[src/rtl/sram_arbiter.sv]
// sram_arbiter: two-port arbiter and sequencer in front of the 32-bit SRAM controller.
// Port 0 carries MEM-stage data accesses, port 1 a secondary master (fetch or loader).
// One request is latched at a time. The controller enable pulses for a single cycle.
// Address and data are held until ready returns, then a one-cycle ack carries rdata.
// Build option: define ARB_FIXED_PRIO_EN to make port 0 win every tie (no round-robin
// pointer). Leave it undefined for round-robin arbitration.
module sram_arbiter #(
    parameter int unsigned MAX_WAIT = 15,
    parameter int unsigned DATA_W   = 32
) (
    input  logic              clk,
    input  logic              rst,
    input  logic              req0_valid,
    input  logic              req0_we,
    input  logic [DATA_W-1:0] req0_addr,
    input  logic [DATA_W-1:0] req0_wdata,
    output logic              req0_ack,
    input  logic              req1_valid,
    input  logic              req1_we,
    input  logic [DATA_W-1:0] req1_addr,
    input  logic [DATA_W-1:0] req1_wdata,
    output logic              req1_ack,
    output logic [DATA_W-1:0] rdata,
    output logic              mem_read_en,
    output logic              mem_write_en,
    output logic [DATA_W-1:0] mem_addr,
    output logic [DATA_W-1:0] mem_wdata,
    input  logic [DATA_W-1:0] mem_rdata,
    input  logic              mem_ready,
    output logic              busy,
    output logic              timeout_err
);

    localparam int unsigned WdW = 4;
    localparam logic [WdW-1:0] MaxWaitC = WdW'(MAX_WAIT);

    typedef enum logic [1:0] {StIdle, StIssue, StWait, StResp} state_e;

    state_e            state_q, state_d;
    logic [DATA_W-1:0] addr_q, addr_d;
    logic [DATA_W-1:0] wdata_q, wdata_d;
    logic [DATA_W-1:0] rdata_q, rdata_d;
    logic              we_q, we_d;
    logic              port_q, port_d;
    logic              timeout_q, timeout_d;
    logic [WdW-1:0]    wd_q, wd_d;
    logic              grant_port;

`ifdef ARB_FIXED_PRIO_EN
    // Port 0 wins any tie; port 1 is chosen only when it is the sole requester.
    assign grant_port = ~req0_valid;
`else
    logic rr_ptr_q, rr_ptr_d;

    // On a tie the port equal to rr_ptr wins; otherwise the only requester wins.
    assign grant_port = (req0_valid && req1_valid) ? rr_ptr_q : ~req0_valid;

    // Pointer moves to the port that was not just served.
    always_comb begin
        rr_ptr_d = rr_ptr_q;
        if (state_q == StResp) begin
            rr_ptr_d = ~port_q;
        end
    end

    // Round-robin pointer register.
    always_ff @(posedge clk or negedge rst) begin
        if (!rst) begin
            rr_ptr_q <= 1'b0;
        end else begin
            rr_ptr_q <= rr_ptr_d;
        end
    end
`endif

    // Sequencer: latch winner, issue one enable pulse, wait for ready or watchdog, ack.
    always_comb begin
        state_d   = state_q;
        addr_d    = addr_q;
        wdata_d   = wdata_q;
        rdata_d   = rdata_q;
        we_d      = we_q;
        port_d    = port_q;
        timeout_d = timeout_q;
        wd_d      = wd_q;
        unique case (state_q)
            StIdle: begin
                if (req0_valid || req1_valid) begin
                    port_d  = grant_port;
                    addr_d  = grant_port ? req1_addr  : req0_addr;
                    wdata_d = grant_port ? req1_wdata : req0_wdata;
                    we_d    = grant_port ? req1_we    : req0_we;
                    state_d = StIssue;
                end
            end
            StIssue: begin
                state_d = StWait;
            end
            StWait: begin
                wd_d = wd_q + 1'b1;
                if (mem_ready) begin
                    // Writes leave the shared read data untouched.
                    if (!we_q) begin
                        rdata_d = mem_rdata;
                    end
                    state_d = StResp;
                end else if (wd_q == MaxWaitC) begin
                    timeout_d = 1'b1;
                    rdata_d   = '0;
                    state_d   = StResp;
                end
            end
            StResp: begin
                wd_d    = '0;
                state_d = StIdle;
            end
            default: begin
                state_d = StIdle;
            end
        endcase
    end

    // State and latch registers; reset aborts any transfer without an ack.
    always_ff @(posedge clk or negedge rst) begin
        if (!rst) begin
            state_q   <= StIdle;
            addr_q    <= '0;
            wdata_q   <= '0;
            rdata_q   <= '0;
            we_q      <= 1'b0;
            port_q    <= 1'b0;
            timeout_q <= 1'b0;
            wd_q      <= '0;
        end else begin
            state_q   <= state_d;
            addr_q    <= addr_d;
            wdata_q   <= wdata_d;
            rdata_q   <= rdata_d;
            we_q      <= we_d;
            port_q    <= port_d;
            timeout_q <= timeout_d;
            wd_q      <= wd_d;
        end
    end

    // Enables only in ISSUE so the controller never retriggers; ack only in RESP.
    always_comb begin
        mem_read_en  = (state_q == StIssue) && !we_q;
        mem_write_en = (state_q == StIssue) && we_q;
        mem_addr     = addr_q;
        mem_wdata    = wdata_q;
        req0_ack     = (state_q == StResp) && !port_q;
        req1_ack     = (state_q == StResp) && port_q;
        rdata        = rdata_q;
        busy         = (state_q != StIdle);
        timeout_err  = timeout_q;
    end

endmodule
[config.mk]
export PLATFORM = sky130hd
export DESIGN_NAME = sram_arbiter
export DESIGN_NICKNAME = d
export VERILOG_FILES = /design/src/rtl/sram_arbiter.sv
export SDC_FILE = /design/constraint.sdc
export NUM_CORES = 1
export LEC_CHECK = 0
export ABC_AREA = 1
export ABC_CLOCK_PERIOD_IN_PS = 1700
export BUFFER_PORTS_ARGS = -buffer_cell sky130_fd_sc_hd__buf_2
export CORE_UTILIZATION = 42
export DETAILED_ROUTE_END_ITERATION = 12
export GPL_TIMING_DRIVEN = 0
export PLACE_DENSITY = 0.77
export SKIP_LAST_GASP = 1
export SLEW_MARGIN = 20
export SYNTH_ARGS = -nofsm -noshare
export SYNTH_HDL_FRONTEND = slang
export SYNTH_SLANG_ARGS = --single-unit
[constraint.sdc]
create_clock -name clk -period 1.7 [get_ports clk]
set_clock_uncertainty 0.15 [all_clocks]
set_input_delay 0.425 -clock clk [delete_from_list [all_inputs] [get_ports clk]]
set_output_delay 0.425 -clock clk [all_outputs]
set_load 0.02 [all_outputs]
==> flow_summary_export.csv, run 1 <==
group,metric,value,unit
run_status,status,"finished with violations",
run_status,violations,"setup timing",
sta,setup_violations,27,
critical_path,setup.worst_path.start,"state_q[1]",
critical_path,regToRegStartpoint,"state_q[0]",
global_route,grt_pass1_vias,5001,
hold_path,hold_path.class,"input pin to register",
cts,cts_root_buf,"clkbuf_16",
cts,path_clk_slew,0.07,ns
sta,maxSlewHeadroom,68.5,%
cells_and_area,final_util,61.4,%
yosys,synth_top_family_by_area,"simple AND/OR/NAND/NOR gates",
sta,fin_hold_ws,0.160,ns
pwr,p_leak,4.42,nW
place,portBuffers,267,
critical_path,startpoint_type,"register",
cts,clock-sinks,106,
yosys,ys_warn_count,0,
global_route,grt_use_total,23.3,%
cells_and_area,multi_input_area,2270,sq um
cells_and_area,antenna_cells,0,
yosys,synth-seq-cells,106,
cts,htree_levels,3,
yosys,syn_avg_cell_area,7.68,sq um
critical_path,critPathRequiredTime,1.12,ns
global_route,grt_pass1_wl,23.9,mm
place,placed_cell_area,6950,sq um
yosys,synth_area_leaders,"dfrtp_1 (49%), nand2_1 (19%), nand3_1 (9.5%)",
sta,fin_ws,-0.167,ns
die,start_util,44.0,%
critical_path,reg2reg_slack,-0.02,ns
die,die_x,115,um
cells_and_area,seq_area,2650,sq um
global_route,overflow,0,
yosys,synthAdderAreaFrac,1.16,%
drt,num_vias,5400,
yosys,yosys.area.top_type,"dfrtp_1",
sta,rsz0062_at_grt,"yes",
yosys,yosys.area_share.simple,39.0,%
die,die-area,13200,sq um
drt,wl_per_cell,13.2,um
cells_and_area,nNetsFinal,1155,
critical_path,critical_path_arrival,1.29,ns
die,die_y,115,um
global_route,top_usage_layer,"met2",
sta,post-route-min-period,1.87,ns
yosys,synth-xor-area-share,0,%
critical_path,worstSetupPathType,"register to primary output",
pwr,power_density,1790,nW/um^2
drt,drt_iter0_drc,274,
yosys,syn-num-nets,871,
yosys,ys_seq_area_share,49.4,%
cells_and_area,final_layout_size_suffix_gt1_share,34.8,%
sta,final_hold_viol_count,0,
die,core,12200,sq um
cts,cts_tree,"yes",
die,rows,40,
yosys,synth_mux_area_share,0,%
yosys,synth_top_area_share,49.4,%
cells_and_area,final_area,7490,sq um
sta,max_slew.worst_pin.slew,0.473,ns
cts,clock_latency,0.34,ns
sta,final_max_slew_viol_count,0,
place,place_hpwl,11.6,mm
job,drv_cap,0,
sta,clock.fmax,536,MHz
drt,drt-pass1-iter-count,5,
global_route,met3_usage,4.43,%
critical_path,crit_path_end_kind,"primary output",
yosys,synth_cells,699,
drt,viasPerCell,4.67,
global_route,grt_use_met2,39.7,%
drt,drc,0,
yosys,synth_compound_area_share,0.746,%
sta,finalSetupTns,-0.890,ns
global_route,grt_max_degree,59,
sta,post-route-period-util,110,%
pwr,power.total,13.4,mW
drt,ant_nets,0,
cells_and_area,fill_cells,1145,
die,io_pins,269,
global_route,antenna_found_initial,0,
cells_and_area,syn_to_final_growth,39.5,%
global_route,gr-usage-met1,29.3,%
hold_path,worstHoldStart,"mem_rdata[9]",
drt,wl,15.3,mm
critical_path,crit_fanout,4,
place,gp_congestion,0.853,
cts,cts_made_buffers,9,
cts,cts_buffer_depth,2,
pwr,ir_drop,915,uV
yosys,netlist_area,5370,sq um
yosys,netlist-cell-type-count,15,
## critical path, stage by stage (launching register included)
cell and delay [ns]:
dfrtp_1 0.42, inv_2 0.11, ha_4 0.16, inv_2 0.04
nor2_4 0.09, buf_6 0.13
## timing repair
| item | 4_1_cts | 5_1_grt |
|---|---|---|
| hold buffers | 1 | 0 |
| pin swaps | 4 | 3 |
| hold endpoints to repair | 48 | 0 |
| gates resized for setup | 35 | 21 |
| buffers inserted | 4 | 2 |
| setup endpoints to repair | 97 | 99 |
## final timing paths
path                           endpoint  cells after the start
setup / recovery            mem_read_en                      5
hold / removal                 rdata[9]                      3
setup reg to reg               rdata[1]                      8
hold reg to reg                rdata[6]                      2
max in group asynchronous    state_q[0]                      3
min in group asynchronous  mem_addr[23]                      2
## where the power goes
part           switching, mW  internal (mW)  total [mW]
Combinational           4.19           2.37        6.56
Sequential             0.703           3.76        4.46
Clock                  0.930           1.45        2.38
## cell usage in the layout (no fill, tap or decap)
cell type        n
buf_16           1
inv_1           69
nand3_1        102
inv_4            1
clkinv_4         2
ha_4             3
bufinv_16        3
dfrtp_2          1
nand2_4          1
nand3b_1        65
ha_1             1
dfrtp_1        105
clkbuf_16        9
buf_4           18
clkbuf_4         1
dlygate4sd3_1    1
buf_6           10
nor2_4           1
nor2_2           1
ha_2             1
clkbuf_1         8
a21oi_4          2
nand2_1        277
clkinvlp_4       1
a21oi_1          1
nor2_1          12
inv_2            8
o21bai_1         1
o21ai_0          2
buf_2          280
## cell type report
cell class | instances | share of cell area, %
plain buffers | 43 | 3.57
clock inverters | 6 | 1.54
inverters | 78 | 3.94
multi-input cells | 470 | 30.3
well taps | 168 | 2.81
repair buffers | 275 | 19.4
clock buffers | 10 | 3.06
flip-flops and latches | 106 | 35.4
## flip-flops by register name (all words and copies together) (netlist names)
signal / flops
wd_q: 4
port_q: 1
rr_ptr_q: 1
state_q: 2
rdata: 32
mem_addr: 32
mem_wdata: 32
timeout_err: 1
we_q: 1
## metal layers
layer  vias up  part of all wire, %
met1      2412                   42
met4         0                  2.0
li1       2742                    -
met2       224                   48
met3        22                  7.5
met5         -                    0
## cell usage after synthesis
cell type	number
a21oi_1	1
a21oi_2	2
buf_2	32
buf_4	5
clkbuf_1	8
dfrtp_1	106
ha_1	5
inv_1	75
inv_2	3
nand2_1	278
nand3_1	102
nand3b_1	65
nor2_1	14
o21ai_0	2
o21bai_1	1
## logic make-up after synthesis
logic type,Yosys count
AO/OA/AOI/OAI,6
flip-flops,106
adder cells (fa/ha/maj),5
buffers and inverters,123
AND/OR/NAND/NOR,459
## stage by stage
| stage | cells | setup WS (ns) |
|---|---|---|
| floorplan | 699 | 0.0382 |
| global placement | 1134 | -1.18 |
| detailed placement | 1135 | -0.240 |
| CTS | 1155 | -0.193 |
| global route | 1156 | -0.215 |
| finish | 1156 | -0.167 |
Note: power is estimated with default switching activity, not from simulation.
==> run 2, diff against run 1 <==
--- a/config.mk
+++ b/config.mk
@@ -8,7 +8,9 @@
 export ABC_AREA = 1
 export ABC_CLOCK_PERIOD_IN_PS = 1700
 export BUFFER_PORTS_ARGS = -buffer_cell sky130_fd_sc_hd__buf_2
+export CORE_ASPECT_RATIO = 0.6
 export CORE_UTILIZATION = 42
+export CTS_CLUSTER_SIZE = 20
 export DETAILED_ROUTE_END_ITERATION = 12
 export GPL_TIMING_DRIVEN = 0
 export PLACE_DENSITY = 0.77
@@ -17,3 +19,4 @@
 export SYNTH_ARGS = -nofsm -noshare
 export SYNTH_HDL_FRONTEND = slang
 export SYNTH_SLANG_ARGS = --single-unit
+export TNS_END_PERCENT = 5
==> flow_summary_export.csv, run 2 (synthesis gave the netlist of run 1 again) <==
group,metric,value,unit
run_status,status,"finished with violations",
run_status,violations,"setup timing",
cells_and_area,nNetsFinal,1159,
critical_path,path_delay_family,"flip-flops",
critical_path,worstSetupPathType,"register to primary output",
critical_path,critical_path_buf_inv_count,3,
pwr,power_density,1780,nW/um^2
die,die_x,148,um
critical_path,worstPathCellList,"inv_4 -> ha_4 -> inv_2 -> nor2_2 -> buf_4",
cts,cts_tree,"yes",
sta,max_slew.worst_pin.slew,0.498,ns
sta,post-route-period-util,109,%
global_route,overflow,0,
pwr,pwr-share-comb,50.1,%
die,die-area,13300,sq um
global_route,grt_max_degree,66,
cts,clock_latency,0.34,ns
pwr,p_int,7.45,mW
critical_path,setup.worst_path.start,"state_q[1]",
pwr,power.total,13.4,mW
sta,finalSetupTns,-3.30,ns
global_route,grt_use_total,23.7,%
global_route,grt_pass1_vias,4974,
cts,cts_root_buf,"clkbuf_16",
pwr,ir_drop,875,uV
drt,ant_nets,0,
critical_path,cp-endpoint,"mem_read_en",
pwr,power_switching,5.92,mW
sta,maxSlewHeadroom,66.8,%
critical_path,crit_slowest_cell,"dfrtp_2",
drt,viasPerCell,4.76,
critical_path,regToRegStartpoint,"state_q[0]",
place,place_ws,-0.200,ns
critical_path,crit_path_end_kind,"primary output",
cts,path_clk_slew,0.07,ns
pwr,swShare,44.3,%
cells_and_area,final_common_cell,"buf_2",
place,portBuffers,267,
pwr,p_leak,4.44,nW
die,die_y,89.6,um
drt,drt-pass1-iter-count,5,
hold_path,hold_path.class,"input pin to register",
place,place_hpwl,11.9,mm
cts,cts_made_buffers,9,
drt,wl_per_cell,13.9,um
die,rows,31,
hold_path,holdPathStages,3,
cells_and_area,fill_cells,1159,
sta,setup_violations,64,
sta,fin_ws,-0.160,ns
cells_and_area,final_layout_size_suffix_gt1_share,35.2,%
pwr,clkPwrFrac,16.3,%
sta,final_hold_viol_count,0,
sta,fin_hold_ws,0.167,ns
drt,drt_iter0_drc,213,
sta,clock.fmax,538,MHz
cells_and_area,syn_to_final_growth,39.8,%
critical_path,critPathRequiredTime,1.12,ns
cells_and_area,mostFrequentLayoutCells,"buf_2 (289), nand2_1 (275), dfrtp_1 (104)",
drt,drc,0,
sta,final_max_slew_viol_count,0,
drt,num_vias,5501,
global_route,antenna_found_initial,0,
drt,wl,16.1,mm
die,io_pins,269,
cts,htree_levels,3,
pwr,pwr-share-seq,33.6,%
job,drv_cap,0,
sta,rsz0062_at_grt,"yes",
global_route,grt_pass1_wl,24.5,mm
critical_path,reg2reg_slack,-0.09,ns
cells_and_area,antenna_cells,0,
place,gp_congestion,0.867,
critical_path,startpoint_type,"register",
die,core,12300,sq um
critical_path,r2r_end,"rdata[14]",
critical_path,path_depth,5,
cells_and_area,final_util,61.2,%
cts,clock-sinks,106,
die,start_util,43.8,%
critical_path,rr_worst_depth,8,
critical_path,critical_path_arrival,1.28,ns
cts,cts_buffer_depth,2,
sta,post-route-min-period,1.86,ns
critical_path,crit_fanout,4,
critical_path,critPathMaxStageDelay,0.46,ns
-- run 2: changes by cell type in the layout (fill, tap and decap cells not counted), sizes merged --
| cell | change |
|---|---|
| clkbuf | +5 |
| bufinv | -2 |
| buf | +1 |
| clkinvlp | -1 |
-- run 2: stage by stage --
stage	cell area [sq um]	instances
after floorplan	5370	699
after global placement	6910	1131
after detailed placement	6950	1132
after CTS	7390	1151
after global routing	7510	1156
final	7510	1156
-- run 2: worst reg2reg max path, cell delays in order (launching register included) --
cell and delay (ns):
dfrtp_2 0.47, inv_2 0.10, ha_2 0.25, inv_2 0.08, a21oi_4 0.20, nand2_2 0.12, buf_2 0.20, nand2_1 0.08
nand2_1 0.05
-- run 2: layer usage --
layer | vias up | track usage [%] | part of all wire (%) | wire, um
met3 | 11 | 6.01 | 7.3 | 1170
met1 | 2550 | 32.2 | 46 | 7360
met4 | 0 | 5.34 | 0.85 | 137
li1 | 2743 | - | - | -
met5 | - | 0 | 0 | 0
met2 | 197 | 38.5 | 46 | 7400
-- run 2: timing repair --
action                                 CTS  global route
gates cloned                             0             2
setup endpoints to repair               96            95
hold buffers                             1             0
resized for setup                       30            14
pin swaps                                2             1
endpoints found under the hold margin   41             0
buffers inserted                         3             3
-- run 2: worst min path at each step --
stage	from	endpoint	slack, ns
finish	mem_rdata[4]	rdata[4]	0.17
global route	mem_rdata[14]	rdata[14]	0.17
CTS	mem_rdata[9]	rdata[9]	0.16
detailed placement	rst	rdata[18]	0.22
global placement	rdata[31]	rdata[31]	0.30
floorplan	rst	mem_addr[0]	-0.02
-- run 2: power by group through the flow --
stage,clock network (mW),registers [mW],logic (mW)
final,2.18,4.50,6.70
after global routing,2.31,4.64,7.39
after CTS,2.22,4.48,6.46
after detailed placement,0,4.44,6.24
after global placement,0,4.45,6.06
after floorplan,0,5.78,2.60
-- run 2: final cells by class --
cell class / instances / area (sq um) / share of cell area [%]
sequential: 106 / 2660 / 35.4
multi-input combinational: 470 / 2270 / 30.3
timing repair buffer: 277 / 1490 / 19.9
inverter: 78 / 300 / 4.00
clock buffer: 12 / 267 / 3.55
buffer: 45 / 263 / 3.50
tap: 165 / 206 / 2.75
clock inverter: 3 / 47.5 / 0.633
